===== config.mk =====
export PLATFORM = sky130hd
export DESIGN_NAME = ic1337_bist_flat
export DESIGN_NICKNAME = d
export VERILOG_FILES = /design/src/rtl/ic1337_bist_pkg.sv /design/src/rtl/ic1337_bist_if.sv /design/src/rtl/ic1337_bist_misr8.sv /design/src/rtl/ic1337_bist.sv /design/src/flat_wrapper.sv
export SDC_FILE = /design/constraint.sdc
export NUM_CORES = 1
export LEC_CHECK = 0
export ABC_AREA = 1
export CORE_MARGIN = 2
export CORE_UTILIZATION = 40
export DETAILED_ROUTE_END_ITERATION = 10
export SLEW_MARGIN = 20
export SYNTH_ARGS = -nofsm -noshare
export SYNTH_HDL_FRONTEND = slang
export SYNTH_SLANG_ARGS = --single-unit

===== constraint.sdc =====
create_clock -name clk -period 2.8 [get_ports clk]
set_input_delay 0.28 -clock clk [delete_from_list [all_inputs] [get_ports clk]]
set_output_delay 0.28 -clock clk [all_outputs]
set_load 0.01 [all_outputs]

===== src/rtl/ic1337_bist_pkg.sv =====
`default_nettype none
// ============================================================================
// Module   : ic1337_bist_pkg
// Brief    : Shared state encoding and MISR constants for the ic1337 BIST.
// Revision : 1.0  initial release
// ============================================================================
package ic1337_bist_pkg;

    typedef enum logic [2:0] {
        ST_IDLE   = 3'd0,
        ST_APPLY  = 3'd1,
        ST_SAMPLE = 3'd2,
        ST_CHECK  = 3'd3,
        ST_DONE   = 3'd4
    } state_t;

    localparam logic [7:0] c_misr_seed = 8'hFF;
    // Feedback taps at bits 7, 5, 4 and 3.
    localparam logic [7:0] c_misr_taps = 8'b1011_1000;

    function automatic logic [7:0] misr_next(input logic [7:0] sig, input logic [2:0] din);
        return {sig[6:0], ^(sig & c_misr_taps)} ^ {5'b0_0000, din};
    endfunction

endpackage
`default_nettype wire


===== src/rtl/ic1337_bist_if.sv =====
`default_nettype none
// ============================================================================
// Module   : ic1337_bist_if
// Brief    : Control, stimulus and response bundle between BIST and its user.
// Revision : 1.0  initial release
// ============================================================================
interface ic1337_bist_if;

    logic       start;
    logic       abort;
    logic       q0;
    logic       q1;
    logic       z;
    logic       a0;
    logic       a1;
    logic       a2;
    logic       busy;
    logic       done;
    logic       pass;
    logic [7:0] signature;

    modport slave (
        input  start, abort, q0, q1, z,
        output a0, a1, a2, busy, done, pass, signature
    );

    modport master (
        output start, abort, q0, q1, z,
        input  a0, a1, a2, busy, done, pass, signature
    );

endinterface
`default_nettype wire


===== src/rtl/ic1337_bist_misr8.sv =====
`default_nettype none
// ============================================================================
// Module   : misr8
// Brief    : 8-bit multiple-input signature register compacting 3 response bits.
// Revision : 1.0  initial release
// ============================================================================
module misr8
    import ic1337_bist_pkg::*;
(
    input  logic       clk,
    input  logic       rst_n,
    input  logic       init,
    input  logic       en,
    input  logic [2:0] din,
    output logic [7:0] sig
);

    always_ff @(posedge clk or negedge rst_n) begin
        if (!rst_n) begin
            sig <= 8'h00;
        end else if (init) begin
            sig <= c_misr_seed;
        end else if (en) begin
            sig <= misr_next(sig, din);
        end
    end

endmodule
`default_nettype wire


===== src/rtl/ic1337_bist.sv =====
`default_nettype none
// ============================================================================
// Module   : ic1337_bist
// Brief    : Sequences stimulus into the ic1337, compacts responses, compares.
// Revision : 1.0  initial release
// ============================================================================
module ic1337_bist
    import ic1337_bist_pkg::*;
#(
    parameter int unsigned NUM_VECTORS = 16,
    parameter int unsigned SETTLE      = 1,
    parameter logic [7:0]  EXP_SIG     = 8'hFE
) (
    input  logic          clk,
    input  logic          rst_n,
    ic1337_bist_if.slave  bus
);

    localparam logic [7:0] c_idx_last    = 8'(NUM_VECTORS - 1);
    localparam logic [3:0] c_settle_last = 4'(SETTLE - 1);

    state_t     r_state;
    state_t     w_state_nxt;
    logic [7:0] r_idx;
    logic [7:0] w_idx_nxt;
    logic [3:0] r_cnt;
    logic [3:0] w_cnt_nxt;
    logic       r_pass;
    logic       w_pass_nxt;
    logic       w_misr_init;
    logic       w_misr_en;
    logic [7:0] w_sig;
    logic       w_drive;

    always_ff @(posedge clk or negedge rst_n) begin
        if (!rst_n) begin
            r_state <= ST_IDLE;
            r_idx   <= 8'd0;
            r_cnt   <= 4'd0;
            r_pass  <= 1'b0;
        end else begin
            r_state <= w_state_nxt;
            r_idx   <= w_idx_nxt;
            r_cnt   <= w_cnt_nxt;
            r_pass  <= w_pass_nxt;
        end
    end

    // Abort is tested first in every state so it outranks all other moves.
    always_comb begin
        w_state_nxt = r_state;
        w_idx_nxt   = r_idx;
        w_cnt_nxt   = r_cnt;
        w_pass_nxt  = r_pass;
        w_misr_init = 1'b0;
        w_misr_en   = 1'b0;

        if (bus.abort && (r_state != ST_IDLE || r_pass)) begin
            w_state_nxt = ST_IDLE;
            w_idx_nxt   = 8'd0;
            w_cnt_nxt   = 4'd0;
            w_pass_nxt  = 1'b0;
        end else if (bus.abort) begin
            w_state_nxt = ST_IDLE;
        end else begin
            case (r_state)
                ST_IDLE, ST_DONE: begin
                    if (bus.start) begin
                        w_state_nxt = ST_APPLY;
                        w_idx_nxt   = 8'd0;
                        w_cnt_nxt   = 4'd0;
                        w_pass_nxt  = 1'b0;
                        w_misr_init = 1'b1;
                    end
                end
                ST_APPLY: begin
                    if (r_cnt == c_settle_last) begin
                        w_state_nxt = ST_SAMPLE;
                        w_cnt_nxt   = 4'd0;
                    end else begin
                        w_cnt_nxt = r_cnt + 4'd1;
                    end
                end
                ST_SAMPLE: begin
                    w_misr_en = 1'b1;
                    if (r_idx == c_idx_last) begin
                        w_state_nxt = ST_CHECK;
                    end else begin
                        w_state_nxt = ST_APPLY;
                        w_idx_nxt   = r_idx + 8'd1;
                    end
                end
                ST_CHECK: begin
                    w_pass_nxt  = (w_sig == EXP_SIG);
                    w_state_nxt = ST_DONE;
                end
                default: begin
                    w_state_nxt = ST_IDLE;
                end
            endcase
        end
    end

    misr8 u_misr (
        .clk   (clk),
        .rst_n (rst_n),
        .init  (w_misr_init),
        .en    (w_misr_en),
        .din   ({bus.z, bus.q1, bus.q0}),
        .sig   (w_sig)
    );

    assign w_drive       = (r_state == ST_APPLY) || (r_state == ST_SAMPLE);
    assign bus.a0        = w_drive & r_idx[0];
    assign bus.a1        = w_drive & r_idx[1];
    assign bus.a2        = w_drive & r_idx[2];
    assign bus.busy      = w_drive || (r_state == ST_CHECK);
    assign bus.done      = (r_state == ST_DONE);
    assign bus.pass      = (r_state == ST_DONE) & r_pass;
    assign bus.signature = w_sig;

endmodule
`default_nettype wire


===== src/flat_wrapper.sv =====
// flat-port wrapper written by rule: the top's interface ports become plain ports
module ic1337_bist_flat import ic1337_bist_pkg::*;
#(
    parameter int unsigned NUM_VECTORS = 16,
    parameter int unsigned SETTLE      = 1,
    parameter logic [7:0]  EXP_SIG     = 8'hFE
)
  (clk, rst_n, bus_start, bus_abort, bus_q0, bus_q1, bus_z, bus_a0, bus_a1, bus_a2, bus_busy, bus_done, bus_pass, bus_signature);
  ic1337_bist_if bus_i ();
  input  logic clk;
  input  logic rst_n;
  input wire logic [$bits(bus_i.start)-1:0] bus_start;
  input wire logic [$bits(bus_i.abort)-1:0] bus_abort;
  input wire logic [$bits(bus_i.q0)-1:0] bus_q0;
  input wire logic [$bits(bus_i.q1)-1:0] bus_q1;
  input wire logic [$bits(bus_i.z)-1:0] bus_z;
  output wire logic [$bits(bus_i.a0)-1:0] bus_a0;
  output wire logic [$bits(bus_i.a1)-1:0] bus_a1;
  output wire logic [$bits(bus_i.a2)-1:0] bus_a2;
  output wire logic [$bits(bus_i.busy)-1:0] bus_busy;
  output wire logic [$bits(bus_i.done)-1:0] bus_done;
  output wire logic [$bits(bus_i.pass)-1:0] bus_pass;
  output wire logic [$bits(bus_i.signature)-1:0] bus_signature;
  assign bus_i.start = bus_start;
  assign bus_i.abort = bus_abort;
  assign bus_i.q0 = bus_q0;
  assign bus_i.q1 = bus_q1;
  assign bus_i.z = bus_z;
  assign bus_a0 = bus_i.a0;
  assign bus_a1 = bus_i.a1;
  assign bus_a2 = bus_i.a2;
  assign bus_busy = bus_i.busy;
  assign bus_done = bus_i.done;
  assign bus_pass = bus_i.pass;
  assign bus_signature = bus_i.signature;
  ic1337_bist #(.NUM_VECTORS(NUM_VECTORS), .SETTLE(SETTLE), .EXP_SIG(EXP_SIG)) u_core (.clk(clk), .rst_n(rst_n), .bus(bus_i));
endmodule

# Word-level counts from Yosys, hierarchy flattened
# Index checks and enable logic that the tools add are counted.
dict set report word_totals {
  reg_bits 24
  input_bits 7
  out_inout_bits 14
  elab_cells 69
}
dict set report op_classes {
  n_addsub 2
  eq_ne 11
  muxes 29
  bitwise 5
  n_reduce_logical 17
}
# operator count
set ops {}
lappend ops {{8-bit two-way mux} 6}
lappend ops {{4-bit two-way mux} 4}
lappend ops {{8-bit one-hot mux with 2 select lines} 1}
lappend ops {{3-bit two-way mux} 4}
lappend ops {{3-bit one-hot mux with 4 select lines} 1}
lappend ops {{3-bit nonzero test} 4}
lappend ops {{1-bit two-way mux} 10}
lappend ops {{8-bit by 1-bit adder with 8-bit output, second input constant} 1}
lappend ops {{8-bit by 4-bit equality test with 1-bit output, second input constant} 1}
lappend ops {{8-bit equality test, second input constant} 1}
lappend ops {{4-bit one-hot mux with 2 select lines} 1}
lappend ops {{8-bit XOR reduction} 1}
lappend ops {{8-bit by 3-bit bitwise XOR with 8-bit output} 1}
lappend ops {{3-bit by 2-bit equality test with 1-bit output, second input constant} 2}
lappend ops {{3-bit by 2-bit inequality test with 1-bit output, second input constant} 2}
lappend ops {{3-bit AND reduction} 2}
lappend ops {{4-bit by 1-bit adder with 4-bit output, second input constant} 1}
lappend ops {{1-bit bitwise AND} 4}
lappend ops {{4-bit logical NOT} 1}
lappend ops {{4-bit by 2-bit inequality test with 1-bit output, second input constant} 1}
lappend ops {{4-bit by 3-bit inequality test with 1-bit output, second input constant} 1}
lappend ops {{4-bit AND reduction} 1}
lappend ops {{3-bit by 1-bit equality test with 1-bit output, second input constant} 1}
lappend ops {{3-bit equality test, second input constant} 1}
lappend ops {{other kinds (9)} 11}

# Depth between registers and ports, before layout
# Gate-level depths: netlist of run 1.
dict set report logic_depth {
  ltp_word 6
  ltp_mapped 8
  mapped_depth_nobuf 8
}

# Cells and area by module
# From an unflattened synthesis of run 1, not the netlist that was laid out.
dict set report hier_totals {
  cells_unflattened 201
  hier_area_um2 1511.4
}
# mod instances cells_each area_each_um2 seq_area_each_um2
set modules_own_cells {}
lappend modules_own_cells {ic1337_bist 1 155 1124.8 400.4}
lappend modules_own_cells {misr8 1 46 386.6 200.2}

# Worst setup path after synthesis of run 1
# No wires, ideal clock.
dict set report synth_timing {
  path_kind {register to register}
  from {register u_core.r_idx[0]}
  to {register u_core.r_idx[3]}
  setup_time_ps 117
  arrival_ps 1194
  required_ps 2683
  setup_slack_ps 1490
  stages_incl_launch_ff 9
  n_path_buf 0
  period_less_slack_ps 1310
  path_cell_list {dfrtp_1 > ha_1 > nand3_1 > nor2_2 > nand2_2 > nand2_4 > nand2_2 > nand2_1 > nand2_1}
}
dict set report synth_via {
  elab_chain_cells 5
  word_cells_on_any_way 8
  classes_between {add/sub (1); eq/ne (2); mux (4); reduce/logical (1)}
}
# element line
set synth_rtl {}
lappend synth_rtl {{start: declaration} ic1337_bist.sv:24} ;# logic [7:0] r_idx;
lappend synth_rtl {{start signal: assignment} ic1337_bist.sv:43} ;# r_idx <= w_idx_nxt;
lappend synth_rtl {{8-bit by 1-bit adder with 8-bit output} ic1337_bist.sv:90} ;# w_idx_nxt = r_idx + 8'd1;
lappend synth_rtl {{8-bit two-way mux} ic1337_bist.sv:86} ;# if (r_idx == c_idx_last) begin
lappend synth_rtl {{8-bit one-hot mux with 2 select lines} ic1337_bist.sv:66} ;# case (r_state)
lappend synth_rtl {{8-bit two-way mux} ic1337_bist.sv:63} ;# end else if (bus.abort) begin
lappend synth_rtl {{8-bit two-way mux} ic1337_bist.sv:58} ;# if (bus.abort && (r_state != ST_IDLE || r_pass)) begin
# Several ways; a longest one is shown, not always the timed one. The select of a mux whose other input is x is not followed.
# A chain may end at the register's enable or synchronous reset.

# Worst setup path after layout of run 1
dict set report layout_timing {
  from {register u_core.r_state[2]}
  to {output port bus_a2}
}
dict set report layout_via {
  elab_chain_cells 3
  word_cells_on_any_way 4
  classes_between {eq/ne (2); bitwise (1); reduce/logical (1)}
}
# element line
set layout_rtl {}
lappend layout_rtl {{start: declaration} ic1337_bist.sv:22} ;# state_t r_state;
lappend layout_rtl {{start signal: assignment} ic1337_bist.sv:42} ;# r_state <= w_state_nxt;
lappend layout_rtl {{3-bit by 1-bit equality test with 1-bit output / 3-bit by 2-bit equality test with 1-bit output (equally long branches)} ic1337_bist.sv:113} ;# assign w_drive = (r_state == ST_APPLY) || (r_state == ST_SAMPLE);
lappend layout_rtl {{1-bit logical OR *} ic1337_bist.sv:113}
lappend layout_rtl {{1-bit bitwise AND *} ic1337_bist.sv:116} ;# assign bus.a2 = w_drive & r_idx[2];
lappend layout_rtl {{end: declaration} flat_wrapper.sv:19} ;# output wire logic [$bits(bus_i.a2)-1:0] bus_a2;
# Every way passes the cells marked *; elsewhere a longest branch is shown, timed or not.

==> impl_results.md, run 1 <==
- WP data arrival: 1.79 ns
- Most frequent cells in the layout: nand2_1, inv_1, nand3_1
- CP cell instances: inv_2, nand3_1, nand2_1, inv_1, nor2_1, clkdlybuf4s50_1
- Worst-skew pair later-pin latency: 0.28 ns
- Core Box Area: 3610 sq um
- Setup crit end: bus_a2
- Crit path max fanout: 6
- Commonest non-fill, non-tap cell in the layout: nand2_1
- RePlAce Congestion: 0.895
- N_diodes: 0
- Setup CP Type: reg2out
- Number of global-route vias before repair: 1318
- Global route overflow: 0
- Clock Sinks: 24
- Root Buffer: clkbuf_8
- Mapped Nets: 207
- Post-cts sizing count: 0
- Slew HR: 74.2%
- Post-Syn Area: 1480 sq um
- Syn Area/Cell: 7.57 sq um
- Die Span X: 64.9 um
- Pleak: 0.000925 uW
- R2R Setup Slk: 1.24 ns
- Setup TNS: 0 ns
- Worst Setup SP: u_core.r_state[2]
- Slowest cell on the critical path: clkdlybuf4s50_1
- Vias post-DR: 1376
- Fin crit share: 73.9%
- CTS tree: done
- CTS Hold Bufs: 0
- Wirelength, routed: 3300 um
- Synth area leaders: dfrtp_1, nand2_1, nand3_1
- Worst slew pin tran: 0.385 ns
- First-pass GRT wire length: 5880 um
- Reg2reg path depth: 8
- Drt wl/cell: 12.4 um
- Worst VDD drop: 0.191 mV
- Cell area after placement: 1730 sq um
- Worst r2r src: u_core.r_idx[0]
- Synth area leader: dfrtp_1
- Total Routing Usage GR: 17.9%
- Via-to-Cell Ratio: 5.15
- Starting density of the core: 41.2%
- Htree depth: 1
- Clk_skew: 0.0106 ns
- Hold Vio Cnt, Final: 0
- RSZ-0062 raised after global routing: false
- Async SR Flop Fraction: 100%
- Fmax: 0.483 GHz
- TritonCTS Buffers: 3
- Post-route minimum period: 2.07 ns
- Critical R2R Capture: u_core.r_idx[4]
- Top cell type's share of synthesized area: 40.5%
- CP max stage delay: 0.54 ns
- Initial drt markers: 71
- I/O pins: 21
- Sequential area share after synthesis: 40.5%
- Final instance area: 1800 sq um
- Largest net degree at the start of global routing: 25
- Power per cell area: 502 nW/um^2
- Final number of setup-violating endpoints: 0
- Synth Flop Type: dfrtp_1
- Die area: 4210 sq um
- Fin nets: 231
- Ys Warns: 0
- Maximum capacitance violations: 0
- Rows: 22
- DRC errors left: 0
- DP Wirelength: 2460 um
- #FFs+latches synth: 24
- Netlist cell types: 23
- Min-delay worst type: in2async
- CP endpoint kind: primary output
- Fraction of layout cells with a size suffix above 1: 10.5%
- Max-slew violations: 0
- Element type at the critical path start: flip-flop
- Clock Pin Slew Worst Setup and Hold Paths: 0.10 ns
- Clk buf depth: 2
- DR pass1 iterations: 4
- Number of synthesized flops with an enable pin: 0
- Routed Antenna Nets: 0
- Layout area overhead: 21.6%
- Status: complete, no violations
- Antenna violations before repair: 0
- Required time at the worst-slack endpoint: 2.52 ns
- Number of setup buffers added after CTS: 0
- Syn Inst Count: 196
- Die H: 64.9 um
- IO Port Bufs: 20
## routing by layer
metal | share of wire (%) | vias up | GRT usage (%)
met2 | 46 | 44 | 29.1
met5 | 0 | - | 0
li1 | - | 680 | -
met3 | 4.6 | 7 | 2.43
met4 | 2.4 | 0 | 7.71
met1 | 47 | 645 | 23.7
## sequential cells by signal (all words and copies together), names as in the netlist
name               count
u_core.u_misr.sig      8
u_core.r_idx           8
u_core.r_pass          1
u_core.r_cnt           4
u_core.r_state         3
## report_power, final
part	switching (uW)	total (uW)	internal [uW]
sequential	26.0	392	366
combinational	124	197	72.4
clock	125	317	192
## how the worst min path moves through the flow
stage / depth (start not counted) / end / startpoint
global placement: 2 / u_core.r_idx[7] / u_core.r_idx[7]
global route: 2 / u_core.r_state[2] / rst_n
detailed placement: 2 / u_core.r_pass / u_core.r_pass
floorplan: 0 / u_core.r_cnt[0] / rst_n
finish: 2 / u_core.r_state[1] / rst_n
CTS: 2 / u_core.r_state[2] / rst_n
## through the flow
step | hold slack (ns) | std cells | utilization, % | setup slack (ns) | power [uW]
final | 0.353 | 267 | 50.0 | 0.732 | 905
after global routing | 0.413 | 267 | 50.0 | 0.617 | 950
after CTS | 0.371 | 267 | 50.0 | 0.708 | 912
after detailed placement | 0.527 | 263 | 48.1 | 1.02 | 598
after global placement | 0.513 | 263 | 48.1 | 1.10 | 591
after floorplan | -0.0156 | 196 | - | 1.49 | 524
## cell usage after synthesis, drive strengths merged, types with 3 or more instances
| library cell | instances |
|---|---|
| a21oi | 3 |
| a22oi | 6 |
| dfrtp | 24 |
| ha | 4 |
| inv | 34 |
| nand2 | 49 |
| nand3 | 28 |
| nand4 | 9 |
| nor2 | 19 |
| nor3 | 3 |
| o21ai | 6 |
| xnor2 | 4 |
| xor2 | 3 |
## kinds of logic after synthesis
logic type,Yosys count,share of synthesized area [%]
AOI/OAI and AO/OA,16,6.58
xor gates and xnor gates,7,4.13
adders and majority gates,4,3.37
buffers and inverters,36,9.87
DFF,24,40.5
and+or+nand+nor,109,35.6
## area by class of cell
class | instances | area [sq um]
Fill cell | 348 | 1800
Multi-Input combinational cell | 136 | 737
Sequential cell | 24 | 601
Timing Repair Buffer | 21 | 208
Inverter | 34 | 128
Tap cell | 48 | 60.1
Clock buffer | 3 | 41.3
Clock inverter | 1 | 30.0
## worst max-delay path: cells and delay by family (launching register included)
| kind | cells | cell delay, ns |
|---|---|---|
| buffers and inverters | 3 | 0.73 |
| DFF | 1 | 0.44 |
| and+or+nand+nor | 3 | 0.33 |
(Power assumes the default switching activity.)
==> inputs of run 2 (changes only) <==
==> constraint.sdc (replaced) <==
create_clock -name clk -period 1.8 [get_ports clk]
set_input_delay 0.18 -clock clk [delete_from_list [all_inputs] [get_ports clk]]
set_output_delay 0.18 -clock clk [all_outputs]
set_load 0.01 [all_outputs]
==> run 2 against run 1 <==
Worst hold slack worse by 0.13 ns. Combinational power grew 60%. Global-route usage grew 0.78 points. First-iteration DRC count rose by 24%.
==> impl_results.md, run 2 (synthesis gave the netlist of run 1 again) <==
- Required time at the worst-slack endpoint: 1.62 ns (-0.90 ns)
- Status: complete, no violations
- Slew HR: 68.1% (-6.1 points)
- Biggest regs: u_core.r_idx: 8 flops, u_core.u_misr.sig: 8 flops, u_core.r_cnt: 4 flops
- Fmax: 0.602 GHz
- Clock Sinks: 24 (unchanged)
- Worst slew pin tran: 0.477 ns (+0.0924 ns)
- Worst-skew pair later-pin latency: 0.27 ns (about the same)
- Max-slew violations: 0 (unchanged)
- Maximum capacitance violations: 0 (unchanged)
- Fin crit share: 92.2%
- Setup CP Type: reg2out
- DRC errors left: 0 (unchanged)
- CP Buf/Inv Count: 3 (unchanged)
- Wirelength, routed: 3450 um (+4.6%)
- Vias post-DR: 1372 (-0.29%)
- Slowest cell on the critical path: dfrtp_1
- Clock Pin Slew Worst Setup and Hold Paths: 0.09 ns (about the same)
- Global route overflow: 0 (unchanged)
- Element type at the critical path start: flip-flop
- Pleak: 0.000951 uW (+2.8%)
- Power per cell area: 725 nW/um^2 (+45%)
- Setup TNS: 0 ns (unchanged)
- Core Box Area: 3610 sq um (unchanged)
- Min-delay worst type: in2async
- Number of global-route vias before repair: 1434 (+8.8%)
- Top cell family by delay on the critical path: buffers and inverters
- Total Routing Usage GR: 18.7% (+0.78 points)
- Antenna violations before repair: 0 (unchanged)
- Initial drt markers: 88 (+24%)
- N_diodes: 0 (unchanged)
- Fin nets: 233 (+0.87%)
- First-pass GRT wire length: 6200 um (+5.4%)
- Layout area overhead: 21.2%
- Fraction of layout cells with a size suffix above 1: 11.8% (+1.3 points)
- Starting density of the core: 41.2% (unchanged)
- IO Port Bufs: 20 (unchanged)
- Rows: 22 (unchanged)
- RSZ-0062 raised after global routing: false
- Drt wl/cell: 12.8 um (+3.9%)
- CP cell instances: inv_1, nand3_2, nand2_1, inv_1, nor2_1, dlygate4sd2_1
- Crit path top cell by count: inv_1
- DR pass1 iterations: 4 (unchanged)
- Post-route minimum period: 1.66 ns
- Final number of setup-violating endpoints: 0 (unchanged)
- Fin cells: 269 (+0.75%)
- Post-route setup slack: 0.140 ns (-0.592 ns)
- Die H: 64.9 um (unchanged)
- Clk_skew: 0.00200 ns (-0.00856 ns)
- CP max stage delay: 0.45 ns (-0.09 ns)
- Htree depth: 1 (unchanged)
- WP data arrival: 1.48 ns (-0.31 ns)
- TritonCTS Buffers: 3 (unchanged)
- Root Buffer: clkbuf_8
- Most frequent cells in the layout: nand2_1, inv_1, nand3_1
- Die area: 4210 sq um (unchanged)
- RePlAce Congestion: 0.864 (-3.5%)
- Pre-CTS setup slack: 0.108 ns (-0.915 ns)
- Post-Place Cells: 264 (+0.38%)
- Largest net degree at the start of global routing: 19 (-24%)
- Die Span X: 64.9 um (unchanged)
- DP Wirelength: 2670 um (+8.6%)
- Worst VDD drop: 0.320 mV (+67%)
- CTS tree: done
- Commonest non-fill, non-tap cell in the layout: nand2_1
- Final Total Pwr: 1300 uW (+44%)
- Hold WS: 0.226 ns (-0.127 ns)
- Crit path max fanout: 4 (-2)
- Clk buf depth: 2 (unchanged)
- Routed Antenna Nets: 0 (unchanged)
- I/O pins: 21 (unchanged)
- Via-to-Cell Ratio: 5.10 (-1.0%)
- Hold Vio Cnt, Final: 0 (unchanged)
- CP endpoint kind: primary output
==> run 2: final cells by class <==
class | count | area [sq um]
Fill cell | 360 | 1810
Multi-Input combinational cell | 136 | 737
Sequential cell | 24 | 602
Timing Repair Buffer | 23 | 216
Inverter | 34 | 128
Tap cell | 48 | 60.1
Clock buffer | 4 | 55.1
==> run 2: path summary, 6_finish.rpt <==
kind,start,to,slack [ns],cells past startpoint
max in group asynchronous,rst_n,u_core.r_state[1],1.06,2
max,u_core.r_state[0],bus_a2,0.14,6
min reg2reg,u_core.r_idx[7],u_core.r_idx[7],0.54,2
min,rst_n,u_core.u_misr.sig[6],0.23,1
min in group clk,u_core.r_idx[7],u_core.r_idx[7],0.54,2
max reg2reg,u_core.r_idx[0],u_core.r_idx[4],0.22,8
==> run 2: worst reg2reg max path, cell delays in order, from the launching register on <==
cell	delay [ns]
dfrtp_1	0.48
ha_1	0.26
nand3_1	0.16
nor2_2	0.18
nand2_2	0.10
nand2_4	0.13
nand2_2	0.07
nand2_1	0.06
nand2_1	0.05
==> run 2: timing repair <==
| action | CTS | global route |
|---|---|---|
| setup buffers | 1 | 0 |
| hold buffers | 0 | 0 |
| resized for setup | 6 | 0 |
| setup endpoints to repair | 5 | 0 |
==> run 2: power breakdown <==
part / internal (uW) / leakage (uW) / total (uW) / switching [uW]
combinational: 115 / 0.000630 / 315 / 200
clock: 196 / 0.0000288 / 378 / 183
sequential: 569 / 0.000292 / 610 / 41.1
total: 880 / 0.000951 / 1300 / 424
==> run 2: per-stage QoR <==
step	area (sq um)	utilization (%)
5_1_grt	1800	49.9
2_1_floorplan	1480	-
6_report	1800	49.9
3_5_place_dp	1740	48.3
4_1_cts	1800	49.9
3_3_place_gp	1740	48.3
==> run 2: metal layers <==
layer | part of all wire, % | global-route usage (%) | vias up
met2 | 49 | 31.3 | 29
met4 | 1.8 | 7.71 | 0
li1 | - | - | 684
met1 | 46 | 24.1 | 653
met3 | 3.0 | 2.43 | 6
met5 | 0 | 0 | -
==> inputs of run 3 (changes only) <==
--- a/config.mk
+++ b/config.mk
@@ -8,7 +8,9 @@
 export ABC_AREA = 1
 export CORE_MARGIN = 2
 export CORE_UTILIZATION = 40
+export CTS_BUF_LIST = sky130_fd_sc_hd__clkbuf_8 sky130_fd_sc_hd__clkbuf_16
 export DETAILED_ROUTE_END_ITERATION = 10
+export PLACE_DENSITY_LB_ADDON = 0.3
 export SLEW_MARGIN = 20
 export SYNTH_ARGS = -nofsm -noshare
 export SYNTH_HDL_FRONTEND = slang
==> run 3 against run 2 <==
Cell area is 1.9% higher. Critical path depth is 1 higher. Sequential power hardly changed. Clock-buffer cell count is 1 lower. Cell count is 0.37% higher. Sequential share of layout area is 0.55 points lower. Clock power is 26% higher. Critical path type unchanged. Critical endpoint is now bus_a0. Largest cell class unchanged.
==> impl_results.md, run 3 (synthesis gave the netlist of run 1 again) <==
- Total Routing Usage GR: 16.1% (-2.5 points)
- Via-to-Cell Ratio: 4.89 (-4.1%)
- Worst slew pin tran: 0.308 ns (-0.169 ns)
- Fin nets: 234 (+0.43%)
- DR pass1 iterations: 4 (unchanged)
- Required time at the worst-slack endpoint: 1.62 ns (about the same)
- Die H: 64.9 um (unchanged)
- Post-Place Cells: 264 (unchanged)
- Routed Antenna Nets: 0 (unchanged)
- Crit path max fanout: 3 (-1)
- Slew HR: 79.3% (+11 points)
- I/O pins: 21 (unchanged)
- CP max stage delay: 0.43 ns (-0.02 ns)
- Initial drt markers: 96 (+9.1%)
- Setup TNS: 0 ns (unchanged)
- DRC errors left: 0 (unchanged)
- IO Port Bufs: 20 (unchanged)
- Number of global-route vias before repair: 1233 (-14%)
- Wirelength, routed: 3080 um (-11%)
- CP endpoint kind: primary output
- Hold WS: 0.261 ns (+0.0358 ns)
- Rows: 22 (unchanged)
- Hold Vio Cnt, Final: 0 (unchanged)
- WP data arrival: 1.52 ns (+0.04 ns)
- Cell area after placement: 1740 sq um (unchanged)
- RePlAce Congestion: 0.772 (-11%)
- Max-slew violations: 0 (unchanged)
- Clock Pin Slew Worst Setup and Hold Paths: 0.09 ns (about the same)
- Fraction of layout cells with a size suffix above 1: 13.1% (+1.3 points)
- First-pass GRT wire length: 5380 um (-13%)
- Fin crit share: 94.2% (+2.0 points)
- Clk buf depth: 2 (unchanged)
- DP Wirelength: 2260 um (-15%)
- Fin cells: 270 (+0.37%)
- Final Total Pwr: 1400 uW (+7.7%)
- Pleak: 0.000978 uW (+2.8%)
- Maximum capacitance violations: 0 (unchanged)
- Starting density of the core: 41.2% (unchanged)
- Most frequent cells in the layout: nand2_1, inv_1, nand3_1
- Core Box Area: 3610 sq um (unchanged)
- Clock Sinks: 24 (unchanged)
- Drt wl/cell: 11.4 um (-11%)
- Min-delay worst type: in2async
- Biggest regs: u_core.r_idx: 8 flops, u_core.u_misr.sig: 8 flops, u_core.r_cnt: 4 flops
- Root Buffer: clkbuf_8
- Die Span X: 64.9 um (unchanged)
- Final number of setup-violating endpoints: 0 (unchanged)
- N_diodes: 0 (unchanged)
- Worst-skew pair later-pin latency: 0.27 ns (about the same)
- Setup CP Type: reg2out
- Fmax: 0.590 GHz (-2.1%)
- CP cell instances: buf_4, inv_2, nand3_2, nand2_1, inv_1, nor2_1, dlygate4sd2_1
- Clk_skew: 0.00851 ns (+0.00651 ns)
- CTS tree: done
- Fillers: 357 (-0.83%)
- Layout area overhead: 23.4%
- Worst VDD drop: 0.341 mV (+6.6%)
- CTS Hold Bufs: 0 (unchanged)
- Htree depth: 1 (unchanged)
- Antenna violations before repair: 0 (unchanged)
- Status: complete, no violations
- Die area: 4210 sq um (unchanged)
- Largest net degree at the start of global routing: 25 (+6)
- Commonest non-fill, non-tap cell in the layout: nand2_1
- Post-route minimum period: 1.70 ns (+0.0357 ns)
- Final instance area: 1830 sq um (+1.9%)
- Element type at the critical path start: flip-flop
- Power per cell area: 766 nW/um^2 (+5.7%)
- TritonCTS Buffers: 3 (unchanged)
- Vias post-DR: 1321 (-3.7%)
- Slowest cell on the critical path: dfrtp_2
- Global route overflow: 0 (unchanged)
[run 3: cell count changes in the layout (fill, tap and decap cells not counted)]
cell            before  now
buf_4                3    4
bufinv_16            0    1
clkbuf_8             4    3
dfrtp_1             23   22
dfrtp_2              1    2
dlygate4sd2_1        5    4
dlymetal6s2s_1       0    1
nand3_1             25   24
nand3_2              3    4
[run 3: per-stage QoR]
| stage | utilization, % | setup WS, ns |
|---|---|---|
| floorplan | - | 0.490 |
| global placement | 48.3 | 0.201 |
| detailed placement | 48.3 | 0.164 |
| CTS | 50.6 | 0.0273 |
| global route | 50.8 | -0.000681 |
| finish | 50.8 | 0.104 |
[run 3: area by class of cell]
| type | instances | area (sq um) | share of cell area [%] |
|---|---|---|---|
| Multi-Input combinational cell | 136 | 742 | 40.5 |
| Inverter | 34 | 128 | 6.97 |
| Tap cell | 48 | 60.1 | 3.28 |
| Clock buffer | 3 | 41.3 | 2.25 |
| Timing Repair Buffer | 24 | 228 | 12.4 |
| Clock inverter | 1 | 30.0 | 1.64 |
| Sequential cell | 24 | 603 | 32.9 |
[run 3: per-layer routing]
layer  wire length [um]  track usage (%)
met5                  0                0
met4                 42             3.99
met3                101             2.60
met2               1420             26.8
met1               1520             21.9
[run 3: final timing paths]
path,cells after the start,endpoint,slack (ns),start
worst max-delay path,7,bus_a0,0.10,u_core.r_state[1]
worst min-delay path,2,u_core.r_idx[2],0.26,rst_n
worst max register to register,8,u_core.r_idx[4],0.31,u_core.r_idx[1]
worst min register to register,2,u_core.r_idx[7],0.54,u_core.r_idx[7]
max in group asynchronous,2,u_core.r_state[1],1.27,rst_n
min in group clk,2,u_core.r_idx[7],0.54,u_core.r_idx[7]
[run 3: worst max-delay path: cells and delay by family (launching register included)]
| family | cells | cell delay [ns] |
|---|---|---|
| buf+inv | 4 | 0.56 |
| flops | 1 | 0.43 |
| simple gates | 3 | 0.26 |
[run 3: report_power, final]
part / switching [uW] / total [uW] / internal [uW]
Sequential: 36.6 / 607 / 570
Clock: 179 / 476 / 297
Combinational: 202 / 321 / 119
Total: 417 / 1400 / 987
[run 3: what timing repair did]
item / CTS / global route
pin swaps: 0 / 0
setup endpoints to repair: 5 / 4
resized for setup: 5 / 3
setup buffers: 2 / 0
